**config.mk**
```make
export PLATFORM = sky130hd
export DESIGN_NAME = bypass_hazard_ctrl
export DESIGN_NICKNAME = d
export VERILOG_FILES = /design/src/rtl/bypass_hazard_ctrl.sv
export SDC_FILE = /design/constraint.sdc
export NUM_CORES = 1
export LEC_CHECK = 0
export ABC_AREA = 1
export BUFFER_PORTS_ARGS = -buffer_cell sky130_fd_sc_hd__buf_2
export CELL_PAD_IN_SITES_DETAIL_PLACEMENT = 0
export CELL_PAD_IN_SITES_GLOBAL_PLACEMENT = 1
export CORE_ASPECT_RATIO = 0.9
export CORE_MARGIN = 2
export CORE_UTILIZATION = 43
export CTS_BUF_LIST = sky130_fd_sc_hd__clkbuf_16
export CTS_CLUSTER_SIZE = 12
export DETAILED_ROUTE_END_ITERATION = 7
export PLACE_DENSITY_LB_ADDON = 0.05
export REMOVE_ABC_BUFFERS = 1
export SKIP_CTS_REPAIR_TIMING = 1
export SYNTH_ARGS = -nofsm -noshare
export SYNTH_HDL_FRONTEND = slang
export SYNTH_SLANG_ARGS = --single-unit
```
**constraint.sdc**
```tcl
create_clock -name clk -period 4.65 [get_ports clk]
set_input_delay 0.465 -clock clk [delete_from_list [all_inputs] [get_ports clk]]
set_output_delay 0.465 -clock clk [all_outputs]
set_load 0.005 [all_outputs]
```
**src/rtl/bypass_hazard_ctrl.sv**
```systemverilog
// bypass_hazard_ctrl
// ID-stage hazard and forwarding scheduler for a 5-stage in-order pipeline.
// It keeps a shadow copy of the destination-register state of the EXE, MEM and
// WB stages (slot 0 = EXE, 1 = MEM, 2 = WB). For each ID source operand it picks
// a bypass source, or it asks ID to stall.
//
// Handshake: the ID instruction is accepted into EXE exactly at a posedge where
// pipe_adv=1 and id_issue=1. id_issue behaves as "valid and not blocked". It is
// combinational from the ID inputs and the shadow state. pipe_adv behaves as a
// global ready: when it is low, every stage holds.
module bypass_hazard_ctrl #(
    parameter int RF_AW       = 5,
    parameter int STALL_CNT_W = 32
) (
    input  logic                   clk,
    input  logic                   resetn,
    input  logic                   pipe_adv,
    input  logic                   flush,
    input  logic                   id_valid,
    input  logic [RF_AW-1:0]       id_rs1_addr,
    input  logic                   id_rs1_used,
    input  logic [RF_AW-1:0]       id_rs2_addr,
    input  logic                   id_rs2_used,
    input  logic [RF_AW-1:0]       id_rd_addr,
    input  logic                   id_rd_we,
    input  logic [1:0]             id_rdy_stage,
    output logic                   id_issue,
    output logic                   id_stall,
    output logic [1:0]             rs1_sel,
    output logic [1:0]             rs2_sel,
    output logic [STALL_CNT_W-1:0] stall_cycles
);

    localparam int NSLOT = 3;

    // Shadow slots. index 0 = EXE, 1 = MEM, 2 = WB.
    logic [NSLOT-1:0] slot_v;
    logic [NSLOT-1:0] slot_we;
    logic [RF_AW-1:0] slot_rd  [NSLOT];
    logic [1:0]       slot_rdy [NSLOT];

    // Per-slot match flags for each source, and the per-slot result-available flags.
    logic [NSLOT-1:0] rs1_hit;
    logic [NSLOT-1:0] rs2_hit;
    logic [NSLOT-1:0] slot_ready;

    logic rs1_wait;
    logic rs2_wait;

    // An illegal ready stage (3) is stored as WB (2). This keeps the WB slot always ready.
    logic [1:0] new_rdy;
    assign new_rdy = (id_rdy_stage == 2'd3) ? 2'd2 : id_rdy_stage;

    // Source address 0 is hard-wired zero, so it never matches a producer.
    for (genvar k = 0; k < NSLOT; k++) begin : g_match
        assign rs1_hit[k] = id_rs1_used && (id_rs1_addr != '0) && slot_v[k] &&
                            slot_we[k] && (slot_rd[k] == id_rs1_addr);
        assign rs2_hit[k] = id_rs2_used && (id_rs2_addr != '0) && slot_v[k] &&
                            slot_we[k] && (slot_rd[k] == id_rs2_addr);
        assign slot_ready[k] = (2'(k) >= slot_rdy[k]);
    end

    // Source 1 resolution. The youngest matching slot wins, even when it is not ready.
    always_comb begin
        rs1_sel  = 2'd0;
        rs1_wait = 1'b0;
        if (rs1_hit[0]) begin
            if (slot_ready[0]) rs1_sel = 2'd1;
            else               rs1_wait = 1'b1;
        end else if (rs1_hit[1]) begin
            if (slot_ready[1]) rs1_sel = 2'd2;
            else               rs1_wait = 1'b1;
        end else if (rs1_hit[2]) begin
            if (slot_ready[2]) rs1_sel = 2'd3;
            else               rs1_wait = 1'b1;
        end
    end

    // Source 2 resolution. It uses the same youngest-first priority as source 1.
    always_comb begin
        rs2_sel  = 2'd0;
        rs2_wait = 1'b0;
        if (rs2_hit[0]) begin
            if (slot_ready[0]) rs2_sel = 2'd1;
            else               rs2_wait = 1'b1;
        end else if (rs2_hit[1]) begin
            if (slot_ready[1]) rs2_sel = 2'd2;
            else               rs2_wait = 1'b1;
        end else if (rs2_hit[2]) begin
            if (slot_ready[2]) rs2_sel = 2'd3;
            else               rs2_wait = 1'b1;
        end
    end

    // Stall and issue decision. A flushed ID neither stalls nor issues.
    always_comb begin
        id_stall = id_valid && !flush && (rs1_wait || rs2_wait);
        id_issue = id_valid && !flush && !id_stall;
    end

    // EXE slot: it captures the issuing instruction or a bubble. A flush kills it even while the pipe holds.
    always_ff @(posedge clk or negedge resetn) begin
        if (!resetn) begin
            slot_v[0]   <= 1'b0;
            slot_we[0]  <= 1'b0;
            slot_rd[0]  <= '0;
            slot_rdy[0] <= 2'd0;
        end else if (pipe_adv) begin
            slot_v[0]   <= id_issue;
            slot_we[0]  <= id_rd_we;
            slot_rd[0]  <= id_rd_addr;
            slot_rdy[0] <= new_rdy;
        end else if (flush) begin
            slot_v[0]   <= 1'b0;
        end
    end

    // MEM slot: it takes the EXE entry on advance. A flushed EXE entry becomes a bubble.
    always_ff @(posedge clk or negedge resetn) begin
        if (!resetn) begin
            slot_v[1]   <= 1'b0;
            slot_we[1]  <= 1'b0;
            slot_rd[1]  <= '0;
            slot_rdy[1] <= 2'd0;
        end else if (pipe_adv) begin
            slot_v[1]   <= slot_v[0] && !flush;
            slot_we[1]  <= slot_we[0];
            slot_rd[1]  <= slot_rd[0];
            slot_rdy[1] <= slot_rdy[0];
        end
    end

    // WB slot: it takes the MEM entry on advance.
    always_ff @(posedge clk or negedge resetn) begin
        if (!resetn) begin
            slot_v[2]   <= 1'b0;
            slot_we[2]  <= 1'b0;
            slot_rd[2]  <= '0;
            slot_rdy[2] <= 2'd0;
        end else if (pipe_adv) begin
            slot_v[2]   <= slot_v[1];
            slot_we[2]  <= slot_we[1];
            slot_rd[2]  <= slot_rd[1];
            slot_rdy[2] <= slot_rdy[1];
        end
    end

    // Saturating count of stall cycles that actually advance.
    always_ff @(posedge clk or negedge resetn) begin
        if (!resetn) begin
            stall_cycles <= '0;
        end else if (id_stall && pipe_adv && (stall_cycles != '1)) begin
            stall_cycles <= stall_cycles + 1'b1;
        end
    end

endmodule
```
# Yosys cells after proc, flatten, opt, wreduce, memory -nomap -nowiden
# Index checks and enable logic that the tools add are counted.
[classes] n_reduce_logical=32 n_lt_le_gt_ge=3 add_sub_neg=1 muxes=21 n_eq_ne=8
[op_table] cell="32-bit by 1-bit adder with 32-bit output, second input constant" count=1
[op_table] cell="32-bit inequality test, second input constant" count=1
[op_table] cell="5-bit equality test" count=6
[op_table] cell="1-bit logical AND" count=26
[op_table] cell="2-bit two-way mux" count=9
[op_table] cell="1-bit two-way mux" count=12
[op_table] cell="5-bit nonzero test" count=2
[op_table] cell="1-bit by 2-bit >= comparator with 1-bit output, first input constant" count=2
[op_table] cell="2-bit equality test, second input constant" count=1
[op_table] cell="2-bit >= comparator, first input constant" count=1
[op_table] cell="1-bit zero test" count=2
[op_table] cell="2-bit nonzero test" count=1
[op_table] cell="1-bit logical OR" count=1
[totals] out_inout_bits=38 reg_bits=59 elab_cells=78

# Depth between registers and ports, before layout
[logic_depth] depth_word=13 mapped_depth=15 mapped_depth_nobuf=14

# Worst setup path after synthesis
# Ideal clock, no wire load.
[synth_timing] path_kind="input port to output port" from="in id_rs2_addr[3]" to="out id_issue" cell_stages=6 arrival_ps=1408 required_ps=4185 path_slack_ps=2777 cell_sequence="xor2_1 > nor3_1 > nand3_1 > nand2_1 > nand3_2 > nor3_1"
[synth_between] elab_chain_len=12 word_cells_on_any_way=21 cone_classes="3 x eq/ne; 3 x mux; 15 x reduce/logical"
[synth_lines] element="from (decl)" line_no="22" rtl="input logic [RF_AW-1:0] id_rs2_addr,"
[synth_lines] element="5-bit nonzero test" line_no="58" rtl="assign rs2_hit[k] = id_rs2_used && (id_rs2_addr != '0) && slot_v[k] &&"
[synth_lines] element="1-bit logical AND (3 in series)" line_no="58"
[synth_lines] element="1-bit logical AND" line_no="59" rtl="slot_we[k] && (slot_rd[k] == id_rs2_addr);"
[synth_lines] element="1-bit two-way mux" line_no="89" rtl="end else if (rs2_hit[2]) begin"
[synth_lines] element="1-bit two-way mux" line_no="86" rtl="end else if (rs2_hit[1]) begin"
[synth_lines] element="1-bit two-way mux (*)" line_no="83" rtl="if (rs2_hit[0]) begin"
[synth_lines] element="1-bit logical OR (*)" line_no="97" rtl="id_stall = id_valid && !flush && (rs1_wait || rs2_wait);"
[synth_lines] element="1-bit logical AND (*)" line_no="97"
[synth_lines] element="1-bit zero test (*)" line_no="98" rtl="id_issue = id_valid && !flush && !id_stall;"
[synth_lines] element="1-bit logical AND (*)" line_no="98"
[synth_lines] element="to (decl)" line_no="27" rtl="output logic id_issue,"
# Mark *: on every way between the ends. The rest lies on a longest branch, timed or not.

# Worst setup path in the final report
[layout_timing] from="reg slot_rd[9] (netlist bit)" to="out id_issue"
[layout_between] elab_chain_len=8 word_cells_on_any_way=12 cone_classes="2 x eq/ne; 4 x mux; 6 x reduce/logical"
[layout_lines] element="from (decl)" line_no="39" rtl="logic [RF_AW-1:0] slot_rd [NSLOT];"
[layout_lines] element="5-bit equality test, on equally long branches" line_no="57, 59"
[layout_lines] element="1-bit logical AND, on equally long branches" line_no="57, 59"
[layout_lines] element="1-bit two-way mux, on equally long branches" line_no="70, 86"
[layout_lines] element="1-bit two-way mux, on equally long branches" line_no="67, 83"
[layout_lines] element="1-bit logical OR (*)" line_no="97"
[layout_lines] element="1-bit logical AND (*)" line_no="97"
[layout_lines] element="1-bit zero test (*)" line_no="98"
[layout_lines] element="1-bit logical AND (*)" line_no="98"
# Marked as above.

==> results.json <==
{
  "met2_usage_pct": 38.0,
  "start_kind": "register",
  "synth_common_cells": "nand2_1 (235), dfrtp_1 (59), inv_1 (56)",
  "p_switching_w": 0.000345,
  "post-route-min-period_ns": 2.52,
  "drc_errors": 0,
  "setup_viol": 0,
  "rsz0062_at_grt": "no",
  "grt_busiest_layer": "met2",
  "grt_max_degree": 60,
  "syn_to_final_growth_pct": 19.3,
  "period_share_pct": 54.2,
  "overflow": 0,
  "fin_nets": 633,
  "cap_violations": 0,
  "yosysMostFrequentCell": "nand2_1",
  "die_width_um": 102,
  "antenna_cells": 0,
  "synthArstFlopShare_pct": 100,
  "worst-path-max-fanout": 5,
  "clock_latency_ns": 0.33,
  "h-tree-depth": 3,
  "skew_ns": 0.00895,
  "clockPowerShare_pct": 53.2,
  "intPower_w": 0.00110,
  "synth_area_per_cell_um2": 6.89,
  "worst_hold_slack_ns": 0.293,
  "dp_cells": 715,
  "powerDensity_nw_per_um2": 323,
  "arrival_ns": 2.06,
  "hold_viol": 0,
  "tightest_slew_ns": 0.869,
  "grt_pass1_wl_um": 16400,
  "slew_headroom_pct": 41.9,
  "rows": 32,
  "clkSinkCount": 59,
  "ys_types": 26,
  "cp-startpoint": "slot_rd[9]$_DFFE_PN0P_",
  "multi_input_comb_area_um2": 1950,
  "synth_top_area_cell": "dfrtp_1",
  "syn_inst": 544,
  "r2r_slack_ns": 2.18,
  "hpwl_um": 7160,
  "io_pins": 63,
  "seqCellArea_um2": 1480,
  "fmax_mhz": 397,
  "gpl.final_weighted_congestion": 0.843,
  "p_total_w": 0.00145,
  "n_fill_cell": 881,
  "final_util_pct": 52.4,
  "met1_usage_pct": 28.4,
  "fin_cells": 731,
  "antenna_found_initial": 0,
  "synth-edff-count": 0,
  "timing.rr.end": "stall_cycles[3]$_DFFE_PN0P_",
  "grt_use_met3_pct": 4.75,
  "port_buffers": 62,
  "tns_ns": 0,
  "critPathCapture": "id_issue",
  "status": "finished clean",
  "max-vdd-ir-drop_mv": 0.160,
  "hp-class": "primary input to asynchronous set/reset pin",
  "die_h_um": 92.5,
  "drt_first_pass_iters": 4,
  "reg2reg_depth": 13,
  "grt_usage_pct": 22.1,
  "mappedNetlistArea_um2": 3750,
  "num_vias": 3540,
  "totalWireLength_um": 9650,
  "seq_power_share_pct": 38.9,
  "p_comb_share_pct": 7.9,
  "synthTopCellsByArea": "dfrtp_1 (39%), nand2_1 (24%), xor2_1 (6.8%)",
  "cts_tree": "built",
  "wl_per_cell_um": 13.2,
  "drive_gt1_share_pct": 15.5,
  "p_sw_share_pct": 23.9,
  "synth.top_cell.area_share_pct": 39.4,
  "critPathRequiredTime_ns": 4.18,
  "timing.rr.start": "slot_rd[8]$_DFFE_PN0P_",
  "clkTransAtPathRegs_ns": 0.06,
  "ys_seq_elements": 59,
  "drt_first_iter_violations": 135,
  "yosysSeqAreaShare_pct": 39.4,
  "synth-main-ff-cell": "dfrtp_1",
  "die-area_um2": 9480,
  "worstSetupPathType": "register to output port",
  "postRouteAntennaNets": 0,
  "crit_path_end_kind": "output port",
  "core_um2": 8530,
  "cts_buffers": 9,
  "clockBufferDepth": 2,
  "yosys_warnings": 0,
  "grt_pass1_vias": 3417,
  "drt-vias-per-instance": 4.84,
  "root_buffer": "clkbuf_16",
  "start_util_pct": 43.9,
  "p_leak_nw": 2.44,
  "slew_viol_final": 0
}
==> cell type report <==
type,instances,share of cell area (%)
Timing Repair Buffer,64,7.28
Clock buffer,9,5.04
Tap cell,119,3.33
Inverter,60,5.04
Multi-Input combinational cell,413,43.7
Sequential cell,59,33.0
Clock inverter,7,2.60
==> worst min path at each step <==
stage / startpoint / endpoint / cells past startpoint
2_1_floorplan: resetn / slot_rd[0]$_DFFE_PN0P_ / 0
3_3_place_gp: slot_rdy[1]$_DFFE_PN0P_ / slot_rdy[1]$_DFFE_PN0P_ / 2
3_5_place_dp: slot_rdy[1]$_DFFE_PN0P_ / slot_rdy[1]$_DFFE_PN0P_ / 2
4_1_cts: resetn / slot_rd[14]$_DFFE_PN0P_ / 2
5_1_grt: resetn / slot_rd[4]$_DFFE_PN0P_ / 2
6_report: resetn / slot_rd[4]$_DFFE_PN0P_ / 2
==> registers in the layout (all words and copies together) (netlist names) <==
name	flops
slot_we	3
slot_rd	15
stall_cycles	32
slot_v	3
slot_rdy	6
==> per-layer routing <==
layer  part of all wire [%]  vias to the layer above  wire length (µm)
met5                      0                        -                 0
met4                    1.3                        0               125
met1                     45                     1630              4360
li1                       -                     1832                 -
met2                     49                       67              4770
met3                    4.1                       11               395
==> layout by cell type, fill, tap and decap left out, drive strengths merged, types with 4 or more instances in the layout <==
master | netlist | layout
nand2 | 235 | 235
buf | 8 | 64
inv | 60 | 60
dfrtp | 59 | 59
nor2 | 46 | 46
xor2 | 29 | 29
o21ai | 23 | 23
nand4 | 21 | 21
nor3 | 20 | 20
nand3 | 17 | 17
clkbuf | 4 | 9
xnor2 | 8 | 8
nor4 | 7 | 7
a21oi | 4 | 4
==> cell families after synthesis <==
logic type | share of synthesized area, %
adder cells (fa/ha/maj) | 0.334
AO/OA/AOI/OAI | 3.81
XOR/XNOR | 8.65
flip-flops | 39.4
buffers and inverters | 8.45
AND/OR/NAND/NOR | 39.3
==> worst max-delay path: stages, from the launching register on <==
cell and delay, ns:
dfrtp_1 0.43, inv_1 0.09, nand2_1 0.05, nand2_1 0.06, nand2_1 0.06, nor2_1 0.14, nand3_1 0.13, nand3_1 0.10
nand2_1 0.05, nand2_1 0.07, nand3_2 0.13, nor3_1 0.25, buf_2 0.17
==> power groups by stage <==
stage	Combinational [W]	Clock (W)	Sequential, W
global route	0.000135	0.000808	0.000565
detailed placement	0.000117	0	0.000571
floorplan	0.0000669	0	0.000564
finish	0.000115	0.000769	0.000562
CTS	0.000117	0.000782	0.000562
global placement	0.000115	0	0.000571
==> through the flow <==
stage          worst slack, ns  cell area, µm²
2_1_floorplan             2.67            3650
5_1_grt                   1.77            4470
4_1_cts                   2.10            4470
3_5_place_dp              1.98            4130
3_3_place_gp              2.03            4130
6_report                  2.13            4470
No activity file was read; power rests on OpenSTA's default activity.
